--- config.mk ---
export PLATFORM = sky130hd
export DESIGN_NAME = compound_out_arbiter_flat
export DESIGN_NICKNAME = d
export VERILOG_FILES = /design/src/rtl/compound_out_arbiter_if.sv /design/src/rtl/compound_out_arbiter.sv /design/src/flat_wrapper.sv
export SDC_FILE = /design/constraint.sdc
export NUM_CORES = 1
export LEC_CHECK = 0
export ABC_AREA = 1
export BUFFER_PORTS_ARGS = -buffer_cell sky130_fd_sc_hd__buf_2
export CORE_ASPECT_RATIO = 1.1
export CORE_MARGIN = 2
export CORE_UTILIZATION = 30
export CTS_BUF_LIST = sky130_fd_sc_hd__clkbuf_2 sky130_fd_sc_hd__clkbuf_4 sky130_fd_sc_hd__clkbuf_8
export CTS_CLUSTER_SIZE = 40
export DETAILED_ROUTE_END_ITERATION = 8
export SETUP_SLACK_MARGIN = 0.4
export SYNTH_ARGS = -nofsm -noshare
export SYNTH_HDL_FRONTEND = slang
export SYNTH_SLANG_ARGS = --single-unit
--- constraint.sdc ---
create_clock -name clk -period 3.5 [get_ports clk]
set_input_delay 0.7 -clock clk [delete_from_list [all_inputs] [get_ports clk]]
set_output_delay 0.7 -clock clk [all_outputs]
set_load 0.01 [all_outputs]
--- src/rtl/compound_out_arbiter_if.sv ---
// Requester and compound-output signals of compound_out_arbiter.
// The slave modport is the arbiter's view; master is the requester/consumer side.
interface compound_out_arbiter_if #(
   parameter int NUM_REQ = 4,
   parameter int X_WIDTH = 32,
   parameter int SRC_W   = $clog2(NUM_REQ)
);
   logic [NUM_REQ-1:0]         req_valid;
   logic [NUM_REQ-1:0]         req_ready;
   logic [NUM_REQ-1:0]         req_mode;
   logic [NUM_REQ*X_WIDTH-1:0] req_x;
   logic [NUM_REQ-1:0]         req_y;
   logic                       b_out_mode;
   logic [X_WIDTH-1:0]         b_out_x;
   logic                       b_out_y;
   logic [SRC_W-1:0]           b_out_src;
   logic                       b_out_notify;
   logic                       b_out_sync;
   logic                       busy;
   logic                       timeout_pulse;

   modport slave (
      input  req_valid, req_mode, req_x, req_y, b_out_sync,
      output req_ready, b_out_mode, b_out_x, b_out_y, b_out_src,
             b_out_notify, busy, timeout_pulse
   );

   modport master (
      output req_valid, req_mode, req_x, req_y, b_out_sync,
      input  req_ready, b_out_mode, b_out_x, b_out_y, b_out_src,
             b_out_notify, busy, timeout_pulse
   );
endinterface

--- src/rtl/compound_out_arbiter.sv ---
// Round-robin arbiter onto one blocking mode/x/y output; grant in cycle N, notify from N+1.
// Offer is held until b_out_sync; ready stays low while offering, watchdog pulses every TIMEOUT stalls.
module compound_out_arbiter #(
   parameter int NUM_REQ = 4,
   parameter int X_WIDTH = 32,
   parameter int TIMEOUT = 256,
   parameter int SRC_W   = $clog2(NUM_REQ)
) (
   input  logic                  clk,
   input  logic                  rst,
   compound_out_arbiter_if.slave bus
);
   localparam logic [0:0] SEC_A = 1'b0;
   localparam logic [0:0] SEC_B = 1'b1;
   localparam int         CNT_W = (TIMEOUT > 1) ? $clog2(TIMEOUT) : 1;

   logic [0:0]         r_section;
   logic [SRC_W-1:0]   r_rr_ptr;
   logic [SRC_W-1:0]   r_src;
   logic [CNT_W-1:0]   r_wait_cnt;
   logic               r_mode;
   logic [X_WIDTH-1:0] r_x;
   logic               r_y;
   logic               r_timeout;

   logic               w_found;
   logic [SRC_W-1:0]   w_grant;
   logic [SRC_W:0]     w_sum;
   logic [NUM_REQ-1:0] w_ready;

   // Scan from the farthest offset down so the nearest valid to rr_ptr wins.
   always_comb begin
      w_found = 1'b0;
      w_grant = '0;
      w_sum   = '0;
      for (int i = NUM_REQ - 1; i >= 0; i--) begin
         w_sum = {1'b0, r_rr_ptr} + (SRC_W+1)'(i);
         if (w_sum >= (SRC_W+1)'(NUM_REQ))
            w_sum = w_sum - (SRC_W+1)'(NUM_REQ);
         if (bus.req_valid[w_sum[SRC_W-1:0]]) begin
            w_found = 1'b1;
            w_grant = w_sum[SRC_W-1:0];
         end
      end
   end

   always_comb begin
      w_ready = '0;
      if (w_found && (r_section == SEC_A) && !rst)
         w_ready[w_grant] = 1'b1;
   end

   always_ff @(posedge clk or posedge rst) begin
      if (rst) begin
         r_section  <= SEC_A;
         r_rr_ptr   <= '0;
         r_src      <= '0;
         r_wait_cnt <= '0;
         r_mode     <= 1'b0;
         r_x        <= '0;
         r_y        <= 1'b0;
         r_timeout  <= 1'b0;
      end else begin
         r_timeout <= 1'b0;
         if (r_section == SEC_A) begin
            if (w_found) begin
               r_mode     <= bus.req_mode[w_grant];
               r_x        <= bus.req_x[w_grant*X_WIDTH +: X_WIDTH];
               r_y        <= bus.req_y[w_grant];
               r_src      <= w_grant;
               r_section  <= SEC_B;
               r_wait_cnt <= '0;
            end
         end else if (bus.b_out_sync) begin
            // Sync beats a coincident timeout; pointer moves past the served source.
            r_section <= SEC_A;
            r_rr_ptr  <= (r_src == SRC_W'(NUM_REQ - 1)) ? '0 : r_src + SRC_W'(1);
         end else if ((TIMEOUT != 0) && (r_wait_cnt == CNT_W'(TIMEOUT - 1))) begin
            r_timeout  <= 1'b1;
            r_wait_cnt <= '0;
         end else begin
            r_wait_cnt <= r_wait_cnt + CNT_W'(1);
         end
      end
   end

   assign bus.req_ready     = w_ready;
   assign bus.b_out_mode    = r_mode;
   assign bus.b_out_x       = r_x;
   assign bus.b_out_y       = r_y;
   assign bus.b_out_src     = r_src;
   assign bus.b_out_notify  = r_section;
   assign bus.busy          = r_section;
   assign bus.timeout_pulse = r_timeout;
endmodule

--- src/flat_wrapper.sv ---
// flat-port wrapper written by rule: the top's interface ports become plain ports
module compound_out_arbiter_flat 
#(
   parameter int NUM_REQ = 4,
   parameter int X_WIDTH = 32,
   parameter int TIMEOUT = 256,
   parameter int SRC_W   = $clog2(NUM_REQ)
)
  (clk, rst, bus_req_valid, bus_req_mode, bus_req_x, bus_req_y, bus_b_out_sync, bus_req_ready, bus_b_out_mode, bus_b_out_x, bus_b_out_y, bus_b_out_src, bus_b_out_notify, bus_busy, bus_timeout_pulse);
  compound_out_arbiter_if #(.NUM_REQ(NUM_REQ), .X_WIDTH(X_WIDTH), .SRC_W(SRC_W)) bus_i ();
  input  logic clk;
  input  logic rst;
  input wire logic [$bits(bus_i.req_valid)-1:0] bus_req_valid;
  input wire logic [$bits(bus_i.req_mode)-1:0] bus_req_mode;
  input wire logic [$bits(bus_i.req_x)-1:0] bus_req_x;
  input wire logic [$bits(bus_i.req_y)-1:0] bus_req_y;
  input wire logic [$bits(bus_i.b_out_sync)-1:0] bus_b_out_sync;
  output wire logic [$bits(bus_i.req_ready)-1:0] bus_req_ready;
  output wire logic [$bits(bus_i.b_out_mode)-1:0] bus_b_out_mode;
  output wire logic [$bits(bus_i.b_out_x)-1:0] bus_b_out_x;
  output wire logic [$bits(bus_i.b_out_y)-1:0] bus_b_out_y;
  output wire logic [$bits(bus_i.b_out_src)-1:0] bus_b_out_src;
  output wire logic [$bits(bus_i.b_out_notify)-1:0] bus_b_out_notify;
  output wire logic [$bits(bus_i.busy)-1:0] bus_busy;
  output wire logic [$bits(bus_i.timeout_pulse)-1:0] bus_timeout_pulse;
  assign bus_i.req_valid = bus_req_valid;
  assign bus_i.req_mode = bus_req_mode;
  assign bus_i.req_x = bus_req_x;
  assign bus_i.req_y = bus_req_y;
  assign bus_i.b_out_sync = bus_b_out_sync;
  assign bus_req_ready = bus_i.req_ready;
  assign bus_b_out_mode = bus_i.b_out_mode;
  assign bus_b_out_x = bus_i.b_out_x;
  assign bus_b_out_y = bus_i.b_out_y;
  assign bus_b_out_src = bus_i.b_out_src;
  assign bus_b_out_notify = bus_i.b_out_notify;
  assign bus_busy = bus_i.busy;
  assign bus_timeout_pulse = bus_i.timeout_pulse;
  compound_out_arbiter #(.NUM_REQ(NUM_REQ), .X_WIDTH(X_WIDTH), .TIMEOUT(TIMEOUT), .SRC_W(SRC_W)) u_core (.clk(clk), .rst(rst), .bus(bus_i));
endmodule
==> results.md <==
- Core area: approximately 13000 µm²
- Commonest non-fill, non-tap cell in the layout: nand2_1
- Syn avg cell area: between 5 and 6 µm²
- PD cells: around 1000 nW/µm²
- H-tree levels: 2
- Critical Setup Path Class: flop to primary output
- CP arrival: 2090 ps
- Mapped Cells: 670
- Max stage delay on crit path: 500 ps
- Placed insts: between 900 and 1000
- Syn. warnings: 0
- Number of flops mapped to enable cells by yosys: 0
- Hold Path Class: flop to flop
- Antenna diodes: 0
- Fmax: around 0.36 GHz
- Clk slew on worst S/H paths: about 90 ps
- Area growth from synthesis to layout: 28.5%
- Total CTS buffers: 5
- CP top delay family: simple AND/OR/NAND/NOR gates
- # port buffers: around 190
- CTS tree: done
- Final HPWL DP: roughly 9000 µm
- First-pass GRT wire length: a little under 20000 µm
- Die height: between 100 and 150 µm
- ANT nets after route: 0
- Dpl cell area: ~4900 µm²
- Synth top area cells: dfrtp_1 (31%), nand2_1 (23%), nand3_1 (19%), inv_1 (15%), buf_2 (2.3%)
- Grt ovf: 0
- Initial DRC count: 230
- Final Instance Count excl. Fillers: slightly below 1000
- Async set-reset flop share out of synthesis: 100%
- Unique masters post-synth: 26
- Buf+Inv Stages, Crit Path: 1
- Routed via count: 4409
- Worst-case clock buffer depth: 2
- Final WL: around 12000 µm
- Worst IR Drop VDD: ~1200 µV
- Slew Viols, Final: 0
- Grt met1 use: about a quarter
- Hold path depth: 2
- Commonest non-fill, non-tap cells in the layout: nand2_1 (237), buf_2 (185), inv_1 (154)
- Hold Buf Count CTS: 0
- Largest net degree at the start of global routing: a little under 70
- TNS Setup: 0 ps
- Clock sinks: between 40 and 50
- Gr usage total: 17.8%
- Max-cap violations: 0
- Nets: 980
- Register Area: ~1200 µm²
- Design area: roughly 5000 µm²
- Final Setup Violations: 0
- Leading area contributor after synthesis: dfrtp_1
- Vias in the first global route: around 4100
- Worst r2r path cells: 10
- Crit path depth: 8
- CP startpoint kind: flop
- Post-synth top area share: between 30% and 40%
- Root Driver: clkbuf_8
- TritonRoute pass-1 iters: 6
- Residual DRC count: 0
- Initial antenna violation count: 1
- Clock Latency Late Sink: 310 ps
- Most repeated library cell on the critical path: nand2_1
- Fill cell count: between 1000 and 1500
- CP max FO: 17
- Sequential area share after synthesis: approximately 31%
- Final Power: 5.13 mW
- RD Place Congestion: around 0.82
- Final hold viol count: 0
- Slowest CP cell: dfrtp_2
- Initial Util: 30.8%
- Vias per inst: approximately 4.4
- Area of the multi-input gates: around 1900 µm²
- Crit. End Element: primary output
- Routed wire length per instance: 12.4 µm
- Cells along the critical path: xnor2_1, nand2_1, nand3_1, nand2_1, nand2_1, nand2_2, nor4_2, buf_2
- Least-Margin Pin Slew: 757 ps
- Hold Slack: 478 ps
- Post-synthesis instance area: 3900 µm²
- Die Span X: about 110 µm
- Status: finished clean
- GR Layer Usage met2: 29.9%
- Die area: around 14000 µm²
- RSZ-0062 raised after global routing: no
- Post-CTS Resized: 0
- Layout cells sized above 1: approximately a quarter
- Setup Fix Bufs, Post-CTS: 0
- Grt met3 use: 3.28%
- FP Rows: 43
- Post-synth top flop: dfrtp_1
- Skew final: roughly 3.7 ps
- Pleak: ~3.3 nW
- # IOs: between 150 and 200
- Syn Nets: about 820
- Relative slew slack: between 40% and 50%
- GR peak layer: met2
- Post-synthesis register bit count: 48
- Critical Path RT: around 2800 ps
- Tmin final: 2790 ps
- Tcrit/Tclk final: between 70 and 80%
path summary, 6_finish.rpt:
kind	end	startpoint	slack, ps
setup / recovery	bus_req_ready[1]	u_core.r_rr_ptr[0]	710
hold / removal	u_core.bus.b_out_x[21]	u_core.bus.b_out_x[21]	480
setup reg to reg	u_core.r_wait_cnt[1]	u_core.r_rr_ptr[0]	1060
hold reg to reg	u_core.bus.b_out_x[21]	u_core.bus.b_out_x[21]	480
max in group asynchronous	u_core.r_rr_ptr[0]	rst	2460
min in group asynchronous	u_core.bus.b_out_x[8]	rst	600
logic make-up after synthesis:
group | Yosys count | synth area share (%)
flip-flops | 48 | 30.8
AO/OA/AOI/OAI | 19 | 2.73
XOR/XNOR | 3 | 0.674
buffers and inverters | 195 | 20.8
adder cells (fa/ha/maj) | 2 | 0.642
AND/OR/NAND/NOR | 403 | 44.3
Yosys cell counts (3+ instances only):
cell type	count
nor2_1	9
o21ai_0	9
nand2_2	4
inv_2	3
buf_2	18
nand3_1	145
dfrtp_1	48
buf_6	6
nand2_1	237
clkbuf_1	8
inv_1	155
nor3_1	3
o22ai_1	4
routing by layer:
metal / routed length, µm / vias up
met2: 5880 / 128
met4: 184 / 2
met5: 12 / -
met3: 735 / 14
li1: - / 2335
met1: 5500 / 1930
power by group:
part	leakage, nW	internal [mW]	switching [mW]
sequential	0.600	0.818	0.151
combinational	2.64	1.21	2.54
clock	0.0586	0.220	0.195
worst reg2reg max path, delay by kind of cell, from the launching register on:
family / cells / cell delay [ps]
compound gates: 2 / 490
simple gates: 5 / 750
buf+inv: 3 / 630
flops: 1 / 500
cell type report:
cell class	count	area share [%]
multi-input combinational	427	38.0
sequential	48	24.0
timing repair buffer	194	19.8
inverter	159	12.0
tap	157	3.92
clock buffer	6	1.52
clock inverter	2	0.700
registers in the layout, summed over array words and instances (netlist names):
signal / cells
u_core.r_rr_ptr: 2
u_core.bus.b_out_x: 32
u_core.bus.timeout_pulse: 1
u_core.bus.b_out_src: 2
u_core.bus.b_out_mode: 1
u_core.r_wait_cnt: 8
u_core.bus.b_out_notify: 1
u_core.bus.b_out_y: 1
per-stage QoR:
stage          util, %  setup WS, ps
6_report          39.6           709
5_1_grt           39.6           505
4_1_cts           39.5           534
3_5_place_dp      38.6           657
3_3_place_gp      38.6           701
2_1_floorplan        -           656
(Power assumes the default switching activity.)
